**config.mk**
```make
export PLATFORM = sky130hd
export DESIGN_NAME = poci_display_ctrl_flat
export DESIGN_NICKNAME = d
export VERILOG_FILES = /design/src/rtl/if_poci.sv /design/src/rtl/poci_display_ctrl.sv /design/src/flat_wrapper.sv
export SDC_FILE = /design/constraint.sdc
export NUM_CORES = 1
export LEC_CHECK = 0
export CAP_MARGIN = 20
export CELL_PAD_IN_SITES_DETAIL_PLACEMENT = 0
export CELL_PAD_IN_SITES_GLOBAL_PLACEMENT = 2
export CORE_UTILIZATION = 29
export CTS_CLUSTER_DIAMETER = 60
export DETAILED_ROUTE_END_ITERATION = 8
export PLACE_DENSITY_LB_ADDON = 0.1
export SYNTH_ARGS = -nofsm -noshare
export SYNTH_HDL_FRONTEND = slang
export SYNTH_SLANG_ARGS = --single-unit
```
**constraint.sdc**
```tcl
create_clock -name pclk -period 3.1 [get_ports pclk]
set_clock_uncertainty 0.1 [all_clocks]
set_input_delay 0.465 -clock pclk [delete_from_list [all_inputs] [get_ports pclk]]
set_output_delay 0.465 -clock pclk [all_outputs]
set_load 0.005 [all_outputs]
```
**src/rtl/if_poci.sv**
```systemverilog
// Peripheral POCI bus bundle shared by the I/O slaves.
// Modport f is the slave (function) side, m the master side.
interface if_poci;
   logic        psel;
   logic        penable;
   logic        pwrite;
   logic [31:0] paddr;
   logic [31:0] pwdata;
   logic [31:0] prdata;
   logic        pready;
   logic        pslverr;

   modport f (input psel, penable, pwrite, paddr, pwdata,
              output prdata, pready, pslverr);
   modport m (output psel, penable, pwrite, paddr, pwdata,
              input prdata, pready, pslverr);
endinterface

```
**src/rtl/poci_display_ctrl.sv**
```systemverilog
// POCI slave driving seven-segment digits and LED banks, with optional hex
// decoding, a tick-based blink engine and PWM brightness dimming.
module poci_display_ctrl #(
   parameter int NUM_HEX  = 4,
   parameter int NUM_LEDG = 8,
   parameter int NUM_LEDR = 10,
   parameter int PRESCALE = 50000,
   parameter int PWM_BITS = 4
) (
   input  logic                     pclk,
   input  logic                     presetn,
   if_poci.f                        bus,
   output logic [NUM_HEX-1:0][6:0]  hex,
   output logic [NUM_LEDG-1:0]      ledg,
   output logic [NUM_LEDR-1:0]      ledr
);

   localparam int PS_W   = $clog2(PRESCALE);
   localparam int HIDX_W = (NUM_HEX > 1) ? $clog2(NUM_HEX) : 1;
   localparam logic [PS_W-1:0] PS_LAST = PS_W'(PRESCALE - 1);
   localparam logic [6:0]      HEX_LIM = 7'(NUM_HEX);

   function automatic logic [6:0] seg_decode(input logic [3:0] n);
      logic [6:0] s;
      case (n)
         4'h0: s = 7'h3F;  4'h1: s = 7'h06;  4'h2: s = 7'h5B;  4'h3: s = 7'h4F;
         4'h4: s = 7'h66;  4'h5: s = 7'h6D;  4'h6: s = 7'h7D;  4'h7: s = 7'h07;
         4'h8: s = 7'h7F;  4'h9: s = 7'h6F;  4'hA: s = 7'h77;  4'hB: s = 7'h7C;
         4'hC: s = 7'h39;  4'hD: s = 7'h5E;  4'hE: s = 7'h79;  default: s = 7'h71;
      endcase
      return s;
   endfunction

   logic                decode_en;
   logic                blink_en;
   logic [7:0]          blink_period;
   logic [PWM_BITS-1:0] brightness;
   logic [NUM_LEDG-1:0] ledg_reg;
   logic [NUM_LEDR-1:0] ledr_reg;
   logic [6:0]          hex_reg [NUM_HEX];

   logic [PS_W-1:0]     presc;
   logic                tick;
   logic [7:0]          blink_cnt;
   logic [7:0]          blink_last;
   logic                phase;
   logic [PWM_BITS-1:0] pwm_cnt;
   logic                pwm_on;
   logic                on;
   logic [6:0]          seg [NUM_HEX];

   logic [9:0]          word;
   logic [5:0]          hex_idx;
   logic [HIDX_W-1:0]   hsel;
   logic                hex_hit;
   logic                mapped;
   logic                access;
   logic                wr;
   logic                rd;
   logic                ctrl_wr;
   logic [31:0]         rdata;
   logic                unused_bits;

   // Word-aligned decode of the low 12 address bits; HEX window starts at 0x100.
   assign word    = bus.paddr[11:2];
   assign hex_idx = word[5:0];
   assign hsel    = hex_idx[HIDX_W-1:0];
   assign hex_hit = (word[9:6] == 4'b0001) && ({1'b0, hex_idx} < HEX_LIM);
   assign mapped  = (word < 10'd4) || hex_hit;
   assign access  = bus.psel & bus.penable;
   assign wr      = access & bus.pwrite;
   assign rd      = bus.psel & ~bus.pwrite;
   assign ctrl_wr = wr && (word == 10'd0);

   assign unused_bits = ^{bus.paddr[31:12], bus.paddr[1:0], bus.pwdata};

   always_ff @(posedge pclk or negedge presetn) begin
      if (!presetn) begin
         decode_en    <= 1'b0;
         blink_en     <= 1'b0;
         blink_period <= 8'd1;
         brightness   <= '1;
         ledg_reg     <= '0;
         ledr_reg     <= '0;
         for (int i = 0; i < NUM_HEX; i++) hex_reg[i] <= '0;
      end else begin
         if (ctrl_wr) begin
            decode_en    <= bus.pwdata[0];
            blink_en     <= bus.pwdata[1];
            blink_period <= bus.pwdata[15:8];
            brightness   <= bus.pwdata[16 +: PWM_BITS];
         end
         if (wr && word == 10'd1) ledg_reg <= bus.pwdata[NUM_LEDG-1:0];
         if (wr && word == 10'd2) ledr_reg <= bus.pwdata[NUM_LEDR-1:0];
         if (wr && hex_hit)       hex_reg[hsel] <= bus.pwdata[6:0];
      end
   end

   always_comb begin
      rdata = '0;
      if (rd) begin
         if (hex_hit) begin
            rdata[6:0] = hex_reg[hsel];
         end else begin
            case (word)
               10'd0: begin
                  rdata[0]             = decode_en;
                  rdata[1]             = blink_en;
                  rdata[15:8]          = blink_period;
                  rdata[16 +: PWM_BITS] = brightness;
               end
               10'd1:   rdata[NUM_LEDG-1:0] = ledg_reg;
               10'd2:   rdata[NUM_LEDR-1:0] = ledr_reg;
               10'd3: begin
                  rdata[0]    = phase;
                  rdata[15:8] = blink_cnt;
               end
               default: rdata = '0;
            endcase
         end
      end
   end

   assign bus.prdata  = rdata;
   assign bus.pready  = 1'b1;
   assign bus.pslverr = access & ~mapped;

   // A CTRL write restarts the blink timing and takes priority over a tick.
   assign tick       = (presc == PS_LAST);
   assign blink_last = (blink_period == 8'd0) ? 8'd0 : blink_period - 8'd1;

   always_ff @(posedge pclk or negedge presetn) begin
      if (!presetn) begin
         presc     <= '0;
         blink_cnt <= '0;
         phase     <= 1'b1;
         pwm_cnt   <= '0;
      end else begin
         pwm_cnt <= pwm_cnt + 1'b1;
         if (ctrl_wr || tick) presc <= '0;
         else                 presc <= presc + 1'b1;
         if (ctrl_wr || !blink_en) begin
            blink_cnt <= '0;
            phase     <= 1'b1;
         end else if (tick) begin
            if (blink_cnt == blink_last) begin
               blink_cnt <= '0;
               phase     <= ~phase;
            end else begin
               blink_cnt <= blink_cnt + 8'd1;
            end
         end
      end
   end

   assign pwm_on = (&brightness) | (pwm_cnt < brightness);
   assign on     = phase & pwm_on;

   always_comb begin
      for (int i = 0; i < NUM_HEX; i++)
         seg[i] = decode_en ? seg_decode(hex_reg[i][3:0]) : hex_reg[i];
   end

   // Output register stage: segments are active-low, LEDs active-high.
   always_ff @(posedge pclk or negedge presetn) begin
      if (!presetn) begin
         hex  <= '1;
         ledg <= '0;
         ledr <= '0;
      end else begin
         for (int i = 0; i < NUM_HEX; i++) hex[i] <= ~(seg[i] & {7{on}});
         ledg <= ledg_reg & {NUM_LEDG{on}};
         ledr <= ledr_reg & {NUM_LEDR{on}};
      end
   end

endmodule

```
**src/flat_wrapper.sv**
```systemverilog
// flat-port wrapper written by rule: the top's interface ports become plain ports
module poci_display_ctrl_flat 
#(
   parameter int NUM_HEX  = 4,
   parameter int NUM_LEDG = 8,
   parameter int NUM_LEDR = 10,
   parameter int PRESCALE = 50000,
   parameter int PWM_BITS = 4
)
  (pclk, presetn, hex, ledg, ledr, bus_psel, bus_penable, bus_pwrite, bus_paddr, bus_pwdata, bus_prdata, bus_pready, bus_pslverr);
  if_poci bus_i ();
  input  logic pclk;
  input  logic presetn;
  output logic [NUM_HEX-1:0][6:0] hex;
  output logic [NUM_LEDG-1:0] ledg;
  output logic [NUM_LEDR-1:0] ledr;
  input wire logic [$bits(bus_i.psel)-1:0] bus_psel;
  input wire logic [$bits(bus_i.penable)-1:0] bus_penable;
  input wire logic [$bits(bus_i.pwrite)-1:0] bus_pwrite;
  input wire logic [$bits(bus_i.paddr)-1:0] bus_paddr;
  input wire logic [$bits(bus_i.pwdata)-1:0] bus_pwdata;
  output wire logic [$bits(bus_i.prdata)-1:0] bus_prdata;
  output wire logic [$bits(bus_i.pready)-1:0] bus_pready;
  output wire logic [$bits(bus_i.pslverr)-1:0] bus_pslverr;
  assign bus_i.psel = bus_psel;
  assign bus_i.penable = bus_penable;
  assign bus_i.pwrite = bus_pwrite;
  assign bus_i.paddr = bus_paddr;
  assign bus_i.pwdata = bus_pwdata;
  assign bus_prdata = bus_i.prdata;
  assign bus_pready = bus_i.pready;
  assign bus_pslverr = bus_i.pslverr;
  poci_display_ctrl #(.NUM_HEX(NUM_HEX), .NUM_LEDG(NUM_LEDG), .NUM_LEDR(NUM_LEDR), .PRESCALE(PRESCALE), .PWM_BITS(PWM_BITS)) u_core (.pclk(pclk), .presetn(presetn), .bus(bus_i), .hex(hex), .ledg(ledg), .ledr(ledr));
endmodule
```
== After elaboration in Yosys (flattened, before gate mapping) ==
Memories as Yosys holds them, arrays and structs flattened.
Index checks and enable logic that the tools add are counted.

* Add/sub/neg operators: 4
* Equality and inequality tests: 6
* Muxes and demuxes: 27
* $lt $le $gt $ge: 5
* Bitwise gates (word level): 20
* Reductions and logical operators: 16

{| class="wikitable"
|+ Operator list
! kind !! count
|-
| 2-to-1 mux 7 bit || 8
|-
| 2-to-1 mux 32 bit || 1
|-
| 2-to-1 mux 8 bit || 4
|-
| bitwise AND 7 bit || 4
|-
| bitwise mux 28 bit || 1
|-
| NOT 7 bit || 4
|-
| one-hot mux 6 bit (2 select lines) || 2
|-
| equality test 10 x 2 -> 1 bit (second input constant) || 2
|-
| adder 16 x 1 -> 16 bit (second input constant) || 1
|-
| equality test 16 bit (second input constant) || 1
|-
| 2-to-1 mux 16 bit || 1
|-
| binary-select mux 7 bit (select 2 bit) || 1
|-
| demux 7 bit (select 2 bit) || 1
|-
| 2-to-1 mux 13 bit || 1
|-
| bitwise AND 10 bit || 1
|-
| equality test 10 x 1 -> 1 bit (second input constant) || 1
|-
| zero test 10 bit || 1
|-
| less-than comparator 10 x 3 -> 1 bit (second input constant) || 1
|-
| adder 8 x 1 -> 8 bit (second input constant) || 1
|-
| bitwise AND 8 bit || 1
|-
| equality test 8 bit || 1
|-
| zero test 8 bit || 1
|-
| subtractor 8 x 1 -> 8 bit (second input constant) || 1
|-
| logical AND 1 bit || 6
|-
| 20 further kinds || 31
|}

* Logic and storage cells: 102
* Memories kept: 4
* Input bits: 69
* ROM bits: 448
* Register bits after elaboration: 135

{| class="wikitable"
|+ Memories
! name !! words !! bits a word !! read ports !! clocked after memory_dff !! wr ports !! line !! source
|-
| (no name shown) || 16 || 7 || 1 || 0 || 0 || poci_display_ctrl.sv:25 || <nowiki>case (n)</nowiki>
|-
| (no name shown) || 16 || 7 || 1 || 0 || 0 || poci_display_ctrl.sv:25 ||
|-
| (no name shown) || 16 || 7 || 1 || 0 || 0 || poci_display_ctrl.sv:25 ||
|-
| (no name shown) || 16 || 7 || 1 || 0 || 0 || poci_display_ctrl.sv:25 ||
|}

== Depth between registers and ports, before layout ==
* Depth after elaboration: 6
* Mapped depth: 10
* Mapped depth without buffers: 9

== Least setup slack after synthesis ==
Ideal clock, no wire load.

* Path type: flip-flop to flip-flop
* From: register u_core.blink_period[0]
* To: register u_core.blink_cnt[0]
* Setup time: 125 ps
* Period minus slack after synthesis: 2870 ps
* Slack: 230 ps
* Data arrival time: 2645 ps
* Required time: 2875 ps
* Cell stages (with the launch flop): 11
* Path buffers: 1
* Cells stage by stage: dfstp_2 -> inv_1 -> ha_1 -> nor3b_1 -> or3b_2 -> a311o_1 -> a222oi_1 -> and3_1 -> buf_6 -> nor3_4 -> mux2_2

* Longest elaborated chain between the ends: 6
* Elaborated cells between the ends (all ways): 7

{| class="wikitable"
|+ RTL lines
! item !! line !! source
|-
| from (decl) || poci_display_ctrl.sv:36 || <nowiki>logic [7:0] blink_period;</nowiki>
|-
| from (signal assigned) || poci_display_ctrl.sv:90 || <nowiki>blink_period <= bus.pwdata[15:8];</nowiki>
|-
| subtractor 8 x 1 -> 8 bit / zero test 8 bit (equally long branches) || poci_display_ctrl.sv:130 || <nowiki>assign blink_last = (blink_period == 8'd0) ? 8'd0 : blink_period - 8'd1;</nowiki>
|-
| 2-to-1 mux 8 bit (*) || poci_display_ctrl.sv:130 ||
|-
| equality test 8 bit (*) || poci_display_ctrl.sv:146 || <nowiki>if (blink_cnt == blink_last) begin</nowiki>
|-
| 2-to-1 mux 8 bit (*) || poci_display_ctrl.sv:146 ||
|-
| 2-to-1 mux 8 bit (*) || poci_display_ctrl.sv:145 || <nowiki>end else if (tick) begin</nowiki>
|-
| 2-to-1 mux 8 bit (*) || poci_display_ctrl.sv:142 || <nowiki>if (ctrl_wr || !blink_en) begin</nowiki>
|-
| to (signal assigned) || poci_display_ctrl.sv:150 || <nowiki>blink_cnt <= blink_cnt + 8'd1;</nowiki>
|-
| to (decl) || poci_display_ctrl.sv:44 || <nowiki>logic [7:0] blink_cnt;</nowiki>
|}

Mark *: on every way between the ends. The rest lies on a longest branch, timed or not. The select of a mux whose other input is x is not followed.
A chain may end at the register's enable or synchronous reset.

== Worst setup path in the final report ==
* From: register u_core.blink_period[1]
* To: register u_core.blink_cnt[0]

Same word-level chain as after synthesis.

==> impl_metrics.yaml <==
power_and_ir_drop:
  combPwrFrac: 0.062
  power_switching_mw: 1.00
  p_per_area_nw_per_um2: 437
  clockPowerShare: 0.499
  p_seq_frac: 0.439
  internal-power_mw: 3.23
  power.leakage_nw: 4.49
  ir_worst_vdd_mv: 0.277
  p_sw_frac: 0.237
synthesis:
  ys_async_sr_fraction: 1.00
  avgSynthCellArea_um2: 9.79
  synth-edff-count: 0
  synth_cell_type_count: 62
  yosysMostFrequentCell: "nand2_1"
  netlist_area_um2: 7400
  synth_area_leaders: "dfrtp_1 34%, dfstp_2 12%, nand2_1 5.5%"
  synthTopCellsByCount: "108 x nand2_1, 101 x dfrtp_1, 53 x o21ai_0, 45 x nor2_1, 35 x inv_1"
  synth_ff_type: "dfrtp_1"
  ys_ff_latch: 135
  yosys_warnings: 0
  synth_cells: 756
  yosysTopAreaCell: "dfrtp_1"
  yosysTopAreaCellShare: 0.342
  yosysSeqAreaShare: 0.462
timing:
  hold_viol: 0
  rsz0062_at_grt: "yes"
  max_freq_ghz: 0.332
  layout_min_cycle_time_ns: 3.02
  final-max-slew-violation-count: 0
  final-setup-viol-count: 0
  period_share: 0.973
  relSlewSlack: 0.520
  tightest_slew_ns: 0.721
  setup_ws_ns: 0.0835
critical_path:
  crit_fanout: 7
  arrival_ns: 3.21
  cp_common_cell: "or4b_4"
  rr_startpoint: "u_core.blink_period[1]"
  reg2regPathDepth: 10
  crit_end: "u_core.blink_cnt[0]"
  rrSetupSlack_ns: 0.08
  cp_slowest_cell: "or4b_4"
  startpoint: "u_core.blink_period[1]"
  critPathCaptureType: "flop"
  crit_path_start_kind: "flop"
  critical_path.max_stage_delay_ns: 0.51
  required_ns: 3.30
  critPathKind: "reg2reg"
  timing.rr.end: "u_core.blink_cnt[0]"
  crit_chain: "inv_1, ha_1, buf_4, or4b_4, or4b_4, a311oi_2, and3_1, buf_6, nor3_4, mux2_2"
clock_tree:
  insertion_delay_ns: 0.42
  root_buffer: "clkbuf_16"
  clk_pin_slew_worst_paths_ns: 0.06
  cts_buffer_depth: 2
  cts_max_level: 4
  clock-sinks: 135
  cts_tree: "yes"
  cts_buffers: 17
global_route:
  grt_max_degree: 74
  antenna_found_initial: 0
  grt_pass1_vias: 6092
  grt_pass1_wl_um: 34300
  grt_overflow: 0
  grtUsageTotal: 0.170
routing:
  wl_per_cell_um: 17.6
  num_vias: 5878
  drtIter0Drc: 205
  drcViolationCount: 0
  antenna_left: 0
  viasPerCell: 4.81
  drt-total-wl_um: 21500
  drt_first_pass_iters: 5
placed_design:
  place_congestion: 0.846
  place.port_buffers: 101
  place_ws_ns: -0.545
  place_area_um2: 9000
  dp_hpwl_um: 15700
outcome:
  status: "finished clean"
min_path:
  min_path_type: "reg2reg"
  min_path_cells: 1
layout:
  final_util: 0.386
  layout-drive-gt1-share: 0.211
  seq_area_um2: 3420
  multiInputGateArea_um2: 3640
  diodes: 0
  area_growth_pct: 31.0
  fillers: 2553
  largest_register_ffs: 56
  nNetsFinal: 980
  stdcell_area_um2: 9690
die:
  die_w_um: 162
  core_um2: 25100
  die_h_um: 162
  initial_core_util: 0.295
  die_area_um2: 26200
  io_pins: 149
  rows: 58
run:
  cap_violations: 0
[metrics by stage]
stage | hold slack, ns | total power, mW | setup TNS [ns] | std cells
after global placement | 0.338 | 2.15 | -11.45 | 1185
after detailed placement | 0.365 | 2.15 | -12.82 | 1185
after global routing | 0.403 | 4.42 | -0.0614 | 1223
after CTS | 0.376 | 4.32 | 0 | 1220
after floorplan | 0.0694 | 2.00 | 0 | 767
final | 0.372 | 4.24 | 0 | 1223
[worst min-delay path by stage]
stage	startpoint	to
detailed placement	u_core.pwm_cnt[0]	u_core.pwm_cnt[0]
finish	u_core.presc[0]	u_core.presc[0]
floorplan	presetn	u_core.blink_cnt[0]
CTS	u_core.presc[0]	u_core.presc[0]
global route	u_core.presc[0]	u_core.presc[0]
global placement	u_core.presc[0]	u_core.presc[0]
[layout by cell type (no fill, tap or decap), types with 21 or more instances in the layout]
| cell type | instances |
|---|---|
| nand3_1 | 21 |
| mux2_2 | 33 |
| nor2_1 | 45 |
| clkdlybuf4s50_1 | 76 |
| a21oi_1 | 28 |
| ha_1 | 31 |
| and2_1 | 23 |
| buf_4 | 42 |
| dfrtp_1 | 100 |
| nand2_1 | 108 |
| dfstp_2 | 34 |
| inv_1 | 35 |
| o21ai_0 | 53 |
[cell families (layout without fill, tap and decap cells)]
logic type | count (synthesis) | count (layout) | synth area share
AND/OR/NAND/NOR | 262 | 262 | 0.174
AO/OA/AOI/OAI | 154 | 154 | 0.131
flip-flops | 135 | 135 | 0.462
buffers and inverters | 96 | 222 | 0.0585
multiplexers | 54 | 54 | 0.0922
adder cells (fa/ha/maj) | 31 | 31 | 0.0524
XOR/XNOR | 22 | 22 | 0.0281
other | 2 | 13 | 0.00102
[routing by layer]
| layer | wire length [µm] | vias up | track usage |
|---|---|---|---|
| met3 | 603 | 23 | 0.0309 |
| met4 | 289 | 0 | 0.0459 |
| met2 | 11100 | 104 | 0.301 |
| met5 | 0 | - | 0 |
| li1 | - | 2843 | - |
| met1 | 9520 | 2908 | 0.213 |
[repair_timing]
item | CTS | global route
setup endpoints to repair | 20 | 13
resized for setup | 51 | 12
gates cloned | 0 | 0
pin swaps | 9 | 4
hold buffers | 1 | 0
endpoints found under the hold margin | 7 | 0
setup buffers | 2 | 3
[final cells by class]
class	instances	share of cell area
multi-input cells	536	0.376
repair buffers	155	0.151
well taps	330	0.0426
flip-flops and latches	135	0.353
inverters	35	0.0136
clock inverters	13	0.0176
clock buffers	19	0.0457
[critical path, delay by kind of cell (launching register included)]
family,cells,cell delay [ns]
simple gates,4,1.26
flops,1,0.44
buf+inv,3,0.37
compound gates,1,0.28
mux,1,0.28
fa+ha+maj,1,0.15
[power by group through the flow]
stage	registers, mW	clock network (mW)	logic [mW]
4_1_cts	1.86	2.19	0.267
3_5_place_dp	1.89	0	0.262
6_report	1.86	2.11	0.262
5_1_grt	1.87	2.26	0.289
2_1_floorplan	1.88	0	0.124
3_3_place_gp	1.89	0	0.259
Note: power is estimated with default switching activity, not from simulation.
